$ cat src/rtl/visaccum_sat.sv
// Visibility accumulator: sums PSUMS interleaved complex partial sums over N blocks
// per frame through a read/add/write pipeline and emits one burst per completed frame.
module visaccum_sat #(
    parameter int unsigned IBITS    = 4,
    parameter int unsigned OBITS    = 12,
    parameter int unsigned PSUMS    = 3,
    parameter int unsigned CBITS    = 8,
    parameter int unsigned SATURATE = 1
) (
    input  logic             clock,
    input  logic             reset,
    input  logic             frame_i,
    input  logic             valid_i,
    input  logic [IBITS-1:0] rdata_i,
    input  logic [IBITS-1:0] idata_i,
    input  logic [CBITS-1:0] count_i,
    output logic             frame_o,
    output logic             valid_o,
    output logic             first_o,
    output logic             last_o,
    output logic             sat_o,
    output logic [OBITS-1:0] rdata_o,
    output logic [OBITS-1:0] idata_o
);

    localparam int unsigned ABITS = (PSUMS > 1) ? $clog2(PSUMS) : 1;
    localparam int unsigned DEPTH = 1 << ABITS;
    localparam int unsigned EBITS = 2 * OBITS + 1;
    localparam logic [ABITS-1:0] ALAST = ABITS'(PSUMS - 1);

    typedef enum logic {IDLE, ACC} state_t;

    state_t           state;
    logic             frame_q;
    logic [ABITS-1:0] addr;
    logic [CBITS-1:0] blk;
    logic [CBITS-1:0] blk_last;

    // RAM entry layout: {sat, real, imag}
    logic [EBITS-1:0] ram [DEPTH];

    logic             rd_v, rd_out, rd_blk0;
    logic [ABITS-1:0] rd_addr;
    logic [IBITS-1:0] rd_re, rd_im;

    logic             ad_v, ad_out;
    logic [ABITS-1:0] ad_addr;
    logic [EBITS-1:0] ad_old;
    logic [IBITS-1:0] ad_re, ad_im;

    logic             frame_rise_c, abort_c, accept_c, out_c;
    logic             blk_last_c, addr_last_c;
    logic [EBITS-1:0] old_c, sum_e_c;
    logic [OBITS:0]   sum_r_c, sum_i_c;

    // Returns {overflow, result}; result clamps or wraps depending on SATURATE.
    function automatic logic [OBITS:0] add_sat(input logic [OBITS-1:0] acc,
                                               input logic [IBITS-1:0] x);
        logic [OBITS:0]   s;
        logic             ovf;
        logic [OBITS-1:0] v;
        s   = {acc[OBITS-1], acc} + {{(OBITS + 1 - IBITS){x[IBITS-1]}}, x};
        ovf = s[OBITS] ^ s[OBITS-1];
        v   = s[OBITS-1:0];
        if (ovf && (SATURATE != 0)) begin
            v = s[OBITS] ? {1'b1, {(OBITS - 1){1'b0}}} : {1'b0, {(OBITS - 1){1'b1}}};
        end
        return {ovf, v};
    endfunction

    always_comb begin
        frame_rise_c = frame_i & ~frame_q;
        abort_c      = (state == ACC) & ~frame_i;
        accept_c     = (state == ACC) & frame_i & valid_i;
        blk_last_c   = (blk == blk_last);
        addr_last_c  = (addr == ALAST);
        out_c        = ad_v & ad_out & ~abort_c;
    end

    // Frame control: block/address counters and frame start/abort/completion
    always_ff @(posedge clock) begin
        if (reset) begin
            state    <= IDLE;
            frame_q  <= 1'b0;
            addr     <= '0;
            blk      <= '0;
            blk_last <= '0;
        end else begin
            frame_q <= frame_i;
            case (state)
                IDLE: begin
                    if (frame_rise_c) begin
                        state    <= ACC;
                        addr     <= '0;
                        blk      <= '0;
                        blk_last <= (count_i == '0) ? '0 : count_i - CBITS'(1);
                    end
                end
                ACC: begin
                    if (!frame_i) begin
                        state <= IDLE;
                    end else if (valid_i) begin
                        if (addr_last_c) begin
                            addr <= '0;
                            if (blk_last_c) begin
                                state <= IDLE;
                            end else begin
                                blk <= blk + CBITS'(1);
                            end
                        end else begin
                            addr <= addr + ABITS'(1);
                        end
                    end
                end
                default: state <= IDLE;
            endcase
        end
    end

    // Read stage operand: block 0 starts from zero; the add stage's pending result wins over RAM
    always_comb begin
        old_c = ram[rd_addr];
        if (ad_v && (ad_addr == rd_addr)) begin
            old_c = sum_e_c;
        end
        if (rd_blk0) begin
            old_c = '0;
        end
    end

    always_comb begin
        sum_r_c = add_sat(ad_old[2*OBITS-1:OBITS], ad_re);
        sum_i_c = add_sat(ad_old[OBITS-1:0], ad_im);
        sum_e_c = {ad_old[2*OBITS] | sum_r_c[OBITS] | sum_i_c[OBITS],
                   sum_r_c[OBITS-1:0], sum_i_c[OBITS-1:0]};
    end

    always_ff @(posedge clock) begin
        if (ad_v) begin
            ram[ad_addr] <= sum_e_c;
        end
    end

    always_ff @(posedge clock) begin
        rd_addr <= addr;
        rd_blk0 <= (blk == '0);
        rd_re   <= rdata_i;
        rd_im   <= idata_i;
        ad_addr <= rd_addr;
        ad_old  <= old_c;
        ad_re   <= rd_re;
        ad_im   <= rd_im;
    end

    // Pipeline valids and registered outputs; an abort squashes in-flight output beats
    always_ff @(posedge clock) begin
        if (reset) begin
            rd_v    <= 1'b0;
            rd_out  <= 1'b0;
            ad_v    <= 1'b0;
            ad_out  <= 1'b0;
            frame_o <= 1'b0;
            valid_o <= 1'b0;
            first_o <= 1'b0;
            last_o  <= 1'b0;
            sat_o   <= 1'b0;
            rdata_o <= '0;
            idata_o <= '0;
        end else begin
            rd_v    <= accept_c;
            rd_out  <= accept_c & blk_last_c;
            ad_v    <= rd_v;
            ad_out  <= rd_out & ~abort_c;
            valid_o <= out_c;
            first_o <= out_c & (ad_addr == '0);
            last_o  <= out_c & (ad_addr == ALAST);
            if (out_c) begin
                sat_o   <= sum_e_c[2*OBITS];
                rdata_o <= sum_e_c[2*OBITS-1:OBITS];
                idata_o <= sum_e_c[OBITS-1:0];
            end
            if (out_c && (ad_addr == '0)) begin
                frame_o <= 1'b1;
            end else if (abort_c || (valid_o && last_o)) begin
                frame_o <= 1'b0;
            end
        end
    end

endmodule

$ cat config.mk
export PLATFORM = sky130hd
export DESIGN_NAME = visaccum_sat
export DESIGN_NICKNAME = d
export VERILOG_FILES = /design/src/rtl/visaccum_sat.sv
export SDC_FILE = /design/constraint.sdc
export NUM_CORES = 1
export LEC_CHECK = 0
export CAP_MARGIN = 10
export CORE_ASPECT_RATIO = 0.6
export CORE_MARGIN = 3
export CORE_UTILIZATION = 40
export DETAILED_ROUTE_END_ITERATION = 10
export SETUP_SLACK_MARGIN = 0.5
export SLEW_MARGIN = 20
export SYNTH_ARGS = -nofsm -noshare
export SYNTH_HDL_FRONTEND = slang
export SYNTH_SLANG_ARGS = --single-unit
export TNS_END_PERCENT = 30
$ cat constraint.sdc
create_clock -name clock -period 4.2 [get_ports clock]
set_clock_uncertainty 0.2 [all_clocks]
set_input_delay 0.84 -clock clock [delete_from_list [all_inputs] [get_ports clock]]
set_output_delay 0.84 -clock clock [all_outputs]
set_load 0.03 [all_outputs]
# Yosys cells after proc, flatten, opt, wreduce, memory -nomap -nowiden
# Memories as Yosys holds them, arrays and structs flattened. A register that Yosys moved wholly into a read port is not among the register bits.
# Cells that the tools add are included.
# totals
register_bits	74
ramBits	100
out_inout_bits	29
mem_count	1
# mem_list
name	words	width	rd	rd_clocked_by_memory_dff	write_ports	line_no	rtl
ram	4	25	1	1	1	40	logic [EBITS-1:0] ram [DEPTH];
# classes
n_addsub	5
n_eq_ne	8
mux	26
bitwise	18
reduce_logical	10
# op_table
op	count
12-bit 2-to-1 mux	4
8-bit 2-to-1 mux	6
12-bit by 4-bit adder with 13-bit output	2
8-bit zero test	2
8-bit one-hot mux with 2 select lines	1
1-bit AND	10
1-bit 2-to-1 mux	9
8-bit by 1-bit adder with 8-bit output, second input constant	1
8-bit == test	1
2-bit 2-to-1 mux	4
2-bit inequality test, second input constant	4
8-bit by 1-bit subtractor with 8-bit output, second input constant	1
5-bit AND reduction	1
2-bit == test, second input constant	2
1-bit inverter	4
2-bit one-hot mux with 2 select lines	1
3-bit AND reduction	1
2-bit by 1-bit adder with 2-bit output, second input constant	1
1-bit logical AND	2
2-bit zero test	1
2-bit by 1-bit inequality test with 1-bit output, second input constant	1
1-bit OR	2
1-bit one-hot mux with 2 select lines	1
2-bit AND reduction	1
other kinds (3)	4

# Logic depth before layout (Yosys ltp)
# Gate-level depths: netlist of run 1.
# logic_depth
ltp_word	6
mapped_depth	12

# Worst setup path after synthesis of run 1
# Ideal clock, no wire load.
# synth_path
path_type	flip-flop to flip-flop
startpoint	register ad_addr[0]
endpoint	memory ram[0][0] in the netlist's numbering, enable pin
arrival_time_ns	2.361
setup_slack_ns	1.195
path_stages_with_launch	3
synth_period_minus_slack_ns	3.005
cell_sequence	dfxtp_1 clkbuf_1 nor3b_1
# synth_rtl
element	line_no	rtl
from (decl)	47	logic [ABITS-1:0] ad_addr;
from (signal assigned)	149	ad_addr <= rd_addr;
to (decl)	40	
# No word-level cell before the write port.

# Final worst setup path of run 1
# layout_path
startpoint	register ad_re[3]
endpoint	memory ram[0][17] in the netlist's numbering, data pin
# layout_via
elab_chain_cells	3
# layout_rtl
element	line_no	rtl
from (decl)	49	logic [IBITS-1:0] ad_re, ad_im;
from (signal assigned)	151	ad_re <= rd_re;
12-bit by 4-bit adder with 13-bit output *	62	s = {acc[OBITS-1], acc} + {{(OBITS + 1 - IBITS){x[IBITS-1]}}, x};
12-bit 2-to-1 mux / 1-bit XOR (equally long branches)	66, 63	
12-bit 2-to-1 mux *	65	if (ovf && (SATURATE != 0)) begin
net sum_e_c[17]	53	logic [EBITS-1:0] old_c, sum_e_c;
# The timed path passes the listed nets; every way through them passes the cells marked *.

==> results_dict.tcl, run 1 <==
set metrics [dict create \
    status "complete, no violations" \
    fin_nets 777 \
    start_util 0.414 \
    antennaDiodeCount 0 \
    wl_met2_um 7960 \
    fillers 1840 \
    synth_cells 683 \
    antenna_left 0 \
    synth_edf_count 100 \
    port_buffers 48 \
    worstPathRequired_ns 4.15 \
    reg2reg_slack_ns 0.72 \
    layout-drive-gt1-share 0.111 \
    holdBufCountCts 0 \
    avgViaCountPerCell 5.43 \
    power.leakage_nw 3.49 \
    io_pins 49 \
    post-cts-setup-buffer-count 0 \
    hold_viol 0 \
    grt_usage 0.167 \
    synth_xor_area_frac 0.0354 \
    first_iter_violations 578 \
    die_h_um 118 \
    clock_latency_ns 0.43 \
    irDropWorstVdd_mv 0.314 \
    numClockSinks 199 \
    vias 5507 \
    final.period_utilization 0.829 \
    gp_congestion 0.824 \
    path_max_fanout 9 \
    cts_buffer_depth 2 \
    rsz0062_at_grt "yes" \
    drv_slew 0 \
    grt-ovfl-total 0 \
    wl_met1_um 9440 \
    swShare 0.239 \
    place.detailed.hpwl_um 12600 \
    synthTopCellsByArea "edfxtp_1 36%, dfxtp_1 24%, mux4_2 6.7%" \
    synthToLayoutAreaGrowth_pct 15.9 \
    synth_top_family_by_area "compound AO/OA/AOI/OAI gates" \
    core_mm2 0.0203 \
    arrival_ns 3.44 \
    routed_wl_um 18300 \
    dieArea_mm2 0.0229 \
    wl_per_cell_um 18.1 \
    synth_cell_types 60 \
    synth_top_area_cell "edfxtp_1" \
    dpl_worst_slack_ns 0.664 \
    tns_ns 0 \
    synth-async-reset-ratio 0 \
    startpoint_type "flop" \
    cts_root_buf "clkbuf_16" \
    power_frac_seq 0.534 \
    synthFlopType "edfxtp_1" \
    max_stage_delay_ns 0.55 \
    seq_area_frac_synth 0.593 \
    ff2ff_path_depth 9 \
    max_slew.worst_pin.slew_ns 1.02 \
    final_cell_mix "100 x edfxtp_1, 98 x dfxtp_1, 52 x nor2_1" \
    synthAdderAreaFrac 0.0476 \
    clk_pin_slew_worst_paths_ns 0.07 \
    ys_seq_elements 199 \
    cts_tree "done" \
    r2r_end "ram[0][17]" \
    cp_common_cell "inv_1" \
    grt_pass1_vias 5390 \
    synth_area_mm2 0.00841 \
    power.share.clock 0.388 \
    slowest_stage "dfxtp_1" \
    max-cap-violations 0 \
    synth_mux_area_frac 0.0695 \
    drc_errors 0 \
    crit_type "flop to flop" \
    min_delay_path_depth 0 \
    timing.rr.start "ad_re[3]" \
    relSlewSlack 0.316 \
    synthSimpleGateAreaFrac 0.101 \
    min_path_type "flop to flop" \
    drt_first_pass_iters 5 \
    final_common_cell "edfxtp_1" \
    fin_crit_ns 3.48 \
    crit_start "ad_re[3]" \
    p_comb_frac 0.078 \
    path_cells "ha_1 > a21o_1 > a2111oi_0 > o21ai_0 > or2_1 > inv_1 > nand2b_1 > a21oi_1 > inv_1" \
    synth-compound-area-share 0.121 \
    synthDominantCellAreaShare 0.357 \
    htreeDepth 4 \
    crit_path_end_kind "flop" \
    synth.avg_cell_area_um2 12.3 \
    regArea_mm2 0.00499 \
    intPower_mw 3.00 \
    post_cts_resized 0 \
    die_x_um 193 \
    syn-num-nets 732 \
    setup_ws_ns 0.717 \
    grt_pass1_wl_um 29500 \
    setup_viol 0 \
    numCtsBuffers 17 \
    wl_met3_um 779 \
    top_layer_used "met4" \
    antenna_found_initial 0 \
    power.density_mw_per_mm2 404 \
    hp-start "rd_re[2]" \
    p_sw_mw 0.941 \
    clock.fmax_mhz 287 \
    multi_input_area_mm2 0.00317 \
    worstHoldEndpoint "ad_re[2]" \
    grt_max_degree 35 \
    rows 40 \
    yosysWarnings 0 \
]
[worst max-delay path by stage]
stage | to | slack (ns) | cells after the start
6_report | ram[0][17] | 0.72 | 9
3_3_place_gp | blk_last[6] | 0.84 | 7
2_1_floorplan | ram[0][0] | 1.20 | 2
4_1_cts | ram[0][17] | 0.78 | 9
3_5_place_dp | blk_last[5] | 0.66 | 7
5_1_grt | ram[3][14] | 0.49 | 9
[registers in the layout, summed over array words and instances, names as in the netlist, 2 cells and up]
| register | count |
|---|---|
| rd_re | 4 |
| rd_addr | 2 |
| blk | 8 |
| blk_last | 8 |
| idata_o | 12 |
| ram | 100 |
| addr | 2 |
| rd_im | 4 |
| ad_old | 25 |
| ad_addr | 2 |
| ad_re | 4 |
| rdata_o | 12 |
| ad_im | 4 |
[stage by stage]
stage / utilization / hold slack [ns] / total power [mW] / std cells / cell area [um2]
2_1_floorplan: - / 0.110 / 2.35 / 683 / 8410
3_3_place_gp: 0.452 / 0.120 / 2.44 / 982 / 9190
6_report: 0.479 / 0.131 / 3.94 / 1014 / 9740
3_5_place_dp: 0.452 / 0.112 / 2.45 / 982 / 9190
4_1_cts: 0.479 / 0.137 / 3.97 / 1014 / 9740
5_1_grt: 0.479 / 0.141 / 4.09 / 1014 / 9740
[routing by layer]
layer	global-route usage	vias to the layer above
li1	-	2632
met5	0	-
met2	0.240	129
met3	0.0430	16
met1	0.254	2730
met4	0.0388	0
[Yosys cell counts (all sizes together), types with 8 or more instances]
cell type  instances
inv               41
and3              14
nand2b            10
o21ai             17
a21oi             32
mux4              25
a21o               8
a211oi            29
nand4              8
ha                27
nand3              8
xor2              11
edfxtp           100
dfxtp             99
nand2             48
nor2              54
o22ai             20
xnor2             23
clkbuf            23
[power groups by stage]
stage               registers [mW]  clock network [mW]  logic (mW)
CTS                           2.10                1.57       0.302
global placement              2.15                   0       0.290
floorplan                     2.14                   0       0.210
finish                        2.10                1.53       0.305
global route                  2.11                1.65       0.336
detailed placement            2.15                   0       0.301
[kinds of logic (layout without fill, tap and decap cells)]
| family | after synthesis | in the layout |
|---|---|---|
| adder cells (fa/ha/maj) | 31 | 31 |
| buffers and inverters | 71 | 129 |
| AO/OA/AOI/OAI | 147 | 147 |
| AND/OR/NAND/NOR | 174 | 174 |
| multiplexers | 27 | 27 |
| flip-flops | 199 | 199 |
| XOR/XNOR | 34 | 34 |
[final cells by class]
type | count | share of cell area
flip-flops and latches | 199 | 0.512
multi-input cells | 413 | 0.326
repair buffers | 56 | 0.0555
clock buffers | 19 | 0.0466
well taps | 273 | 0.0351
inverters | 41 | 0.0158
clock inverters | 13 | 0.00963
[worst max-delay path: cells and delay by family, from the launching register on]
kind            cells  cell delay, ns
compound gates      4            1.24
flops               1            0.55
simple gates        2            0.54
fa+ha+maj           1            0.38
buf+inv             2            0.32
Power figures use the tool's default switching activity.
==> run 2: changes to the inputs <==
==> constraint.sdc (replaced) <==
create_clock -name clock -period 2.9 [get_ports clock]
set_clock_uncertainty 0.2 [all_clocks]
set_input_delay 0.58 -clock clock [delete_from_list [all_inputs] [get_ports clock]]
set_output_delay 0.58 -clock clock [all_outputs]
set_load 0.03 [all_outputs]
==> results_dict.tcl, run 2 (synthesized netlist as in run 1, its figures left out) <==
set metrics [dict create \
    swShare 0.254 \
    core_mm2 0.0203 \
    status "complete, no violations" \
    whs_ns 0.129 \
    cts_root_buf "clkbuf_16" \
    max_slew.worst_pin.slew_ns 0.659 \
    avgViaCountPerCell 5.41 \
    rows 40 \
    grt_max_degree 29 \
    startpoint_type "flop" \
    final_cell_mix "100 x edfxtp_1, 93 x dfxtp_1, 49 x nor2_1, 49 x buf_4, 48 x clkdlybuf4s50_1" \
    fin_nets 841 \
    final_common_cell "edfxtp_1" \
    die_x_um 193 \
    rsz0062_at_grt "yes" \
    start_util 0.414 \
    first_iter_violations 488 \
    drc_errors 0 \
    antennaDiodeCount 0 \
    wl_per_cell_um 20.2 \
    power_frac_seq 0.498 \
    setup_viol 0 \
    worstPathRequired_ns 3.02 \
    grt_usage 0.193 \
    synthToLayoutAreaGrowth_pct 32.3 \
    drv_slew 0 \
    p_comb_frac 0.121 \
    clk_pin_slew_worst_paths_ns 0.07 \
    grt_pass1_wl_um 33200 \
    holdBufCountCts 0 \
    routed_wl_um 21800 \
    min_delay_path_depth 0 \
    largest_reg_flops 100 \
    relSlewSlack 0.559 \
    clock.fmax_mhz 350 \
    placed_area_mm2 0.00967 \
    reg_top3 "ram x100, ad_old x25" \
    crit_type "flop to flop" \
    crit_path_end_kind "flop" \
    worstHoldEndpoint "ad_im[0]" \
    regMostFlops "ram" \
    intPower_mw 4.58 \
    power.leakage_nw 3.93 \
    final_cell_area_mm2 0.0111 \
    max-cap-violations 0 \
    irDropWorstVdd_mv 0.412 \
    p_sw_mw 1.56 \
    cts_buffer_depth 2 \
    htreeDepth 4 \
    dpl_worst_slack_ns -0.231 \
    min_path_type "flop to flop" \
    clock_latency_ns 0.44 \
    grt-ovfl-total 0 \
    place.detailed.hpwl_um 14500 \
    timing.rr.start "ad_im[0]" \
    numClockSinks 199 \
    cts_tree "done" \
    ff2ff_path_depth 11 \
    vias 5833 \
    arrival_ns 2.97 \
    dieArea_mm2 0.0229 \
    fin_crit_ns 2.86 \
    power.share.clock 0.382 \
    power.density_mw_per_mm2 552 \
    grt_pass1_vias 5705 \
    die_h_um 118 \
    io_pins 49 \
    numCtsBuffers 17 \
    gp_congestion 0.864 \
    antenna_left 0 \
    hp-start "rd_im[0]" \
    r2r_end "ad_old[9]" \
    path_max_fanout 7 \
    hold_viol 0 \
    reg2reg_slack_ns 0.04 \
    antenna_found_initial 2 \
    final.period_utilization 0.986 \
    drt_first_pass_iters 5 \
    setup_ws_ns 0.0413 \
    port_buffers 48 \
    layout-drive-gt1-share 0.319 \
]
[run 2: cell types whose count changed in the layout (fill, tap and decap cells not counted), sizes merged]
cell,delta
clkinv,-2
inv,+1
clkbuf,+2
buf,+64
clkinvlp,-1
[run 2: worst max-delay path: stages (launching register included)]
cell,delay (ns)
dfxtp_2,0.35
ha_4,0.14
inv_2,0.04
fa_2,0.35
nor2b_2,0.14
o31a_1,0.18
o2111ai_2,0.14
and3_2,0.28
o22ai_4,0.30
a21oi_1,0.12
buf_4,0.19
a211oi_4,0.30
[run 2: worst max path at each step]
stage               startpoint    endpoint  depth (start not counted)
finish                ad_im[0]   ad_old[9]                         11
detailed placement    ad_im[3]   ad_old[9]                          8
global route          ad_im[0]   ad_old[9]                         11
floorplan             ad_im[3]  ram[0][24]                          9
global placement      ad_im[3]   ad_old[9]                          8
CTS                   ad_im[3]   ram[0][5]                         10
[run 2: area by class of cell]
class	instances	area, um2
sequential	199	5000
timing repair buffer	120	1110
clock buffer	21	482
inverter	41	164
tap	273	342
fill	1700	9200
multi-input combinational	413	3930
clock inverter	11	103
[run 2: power by group through the flow]
stage	combinational, mW	sequential [mW]	clock (mW)
after floorplan	0.341	3.10	0
after global placement	0.533	3.11	0
after detailed placement	0.550	3.12	0
after CTS	0.654	3.05	2.38
after global routing	0.792	3.06	2.51
final	0.742	3.05	2.34
[run 2: repair_timing]
item,4_1_cts,5_1_grt
pin swaps,33,52
resized for setup,79,73
setup endpoints to repair,140,148
buffers inserted,21,5
cloned,0,0
[run 2: per-stage QoR]
step / utilization / total power [mW] / std cells / TNS (ns)
floorplan: - / 3.45 / 683 / 0
global placement: 0.476 / 3.65 / 1020 / -0.399
detailed placement: 0.476 / 3.67 / 1020 / -2.39
CTS: 0.531 / 6.09 / 1073 / 0
global route: 0.547 / 6.36 / 1078 / -0.452
finish: 0.547 / 6.14 / 1078 / 0
[run 2: routing by layer]
metal	up-vias	wire length, um	global-route usage
li1	2741	-	-
met1	2907	11300	0.313
met2	166	8930	0.258
met3	19	1330	0.0433
met4	0	242	0.0460
met5	-	0	0
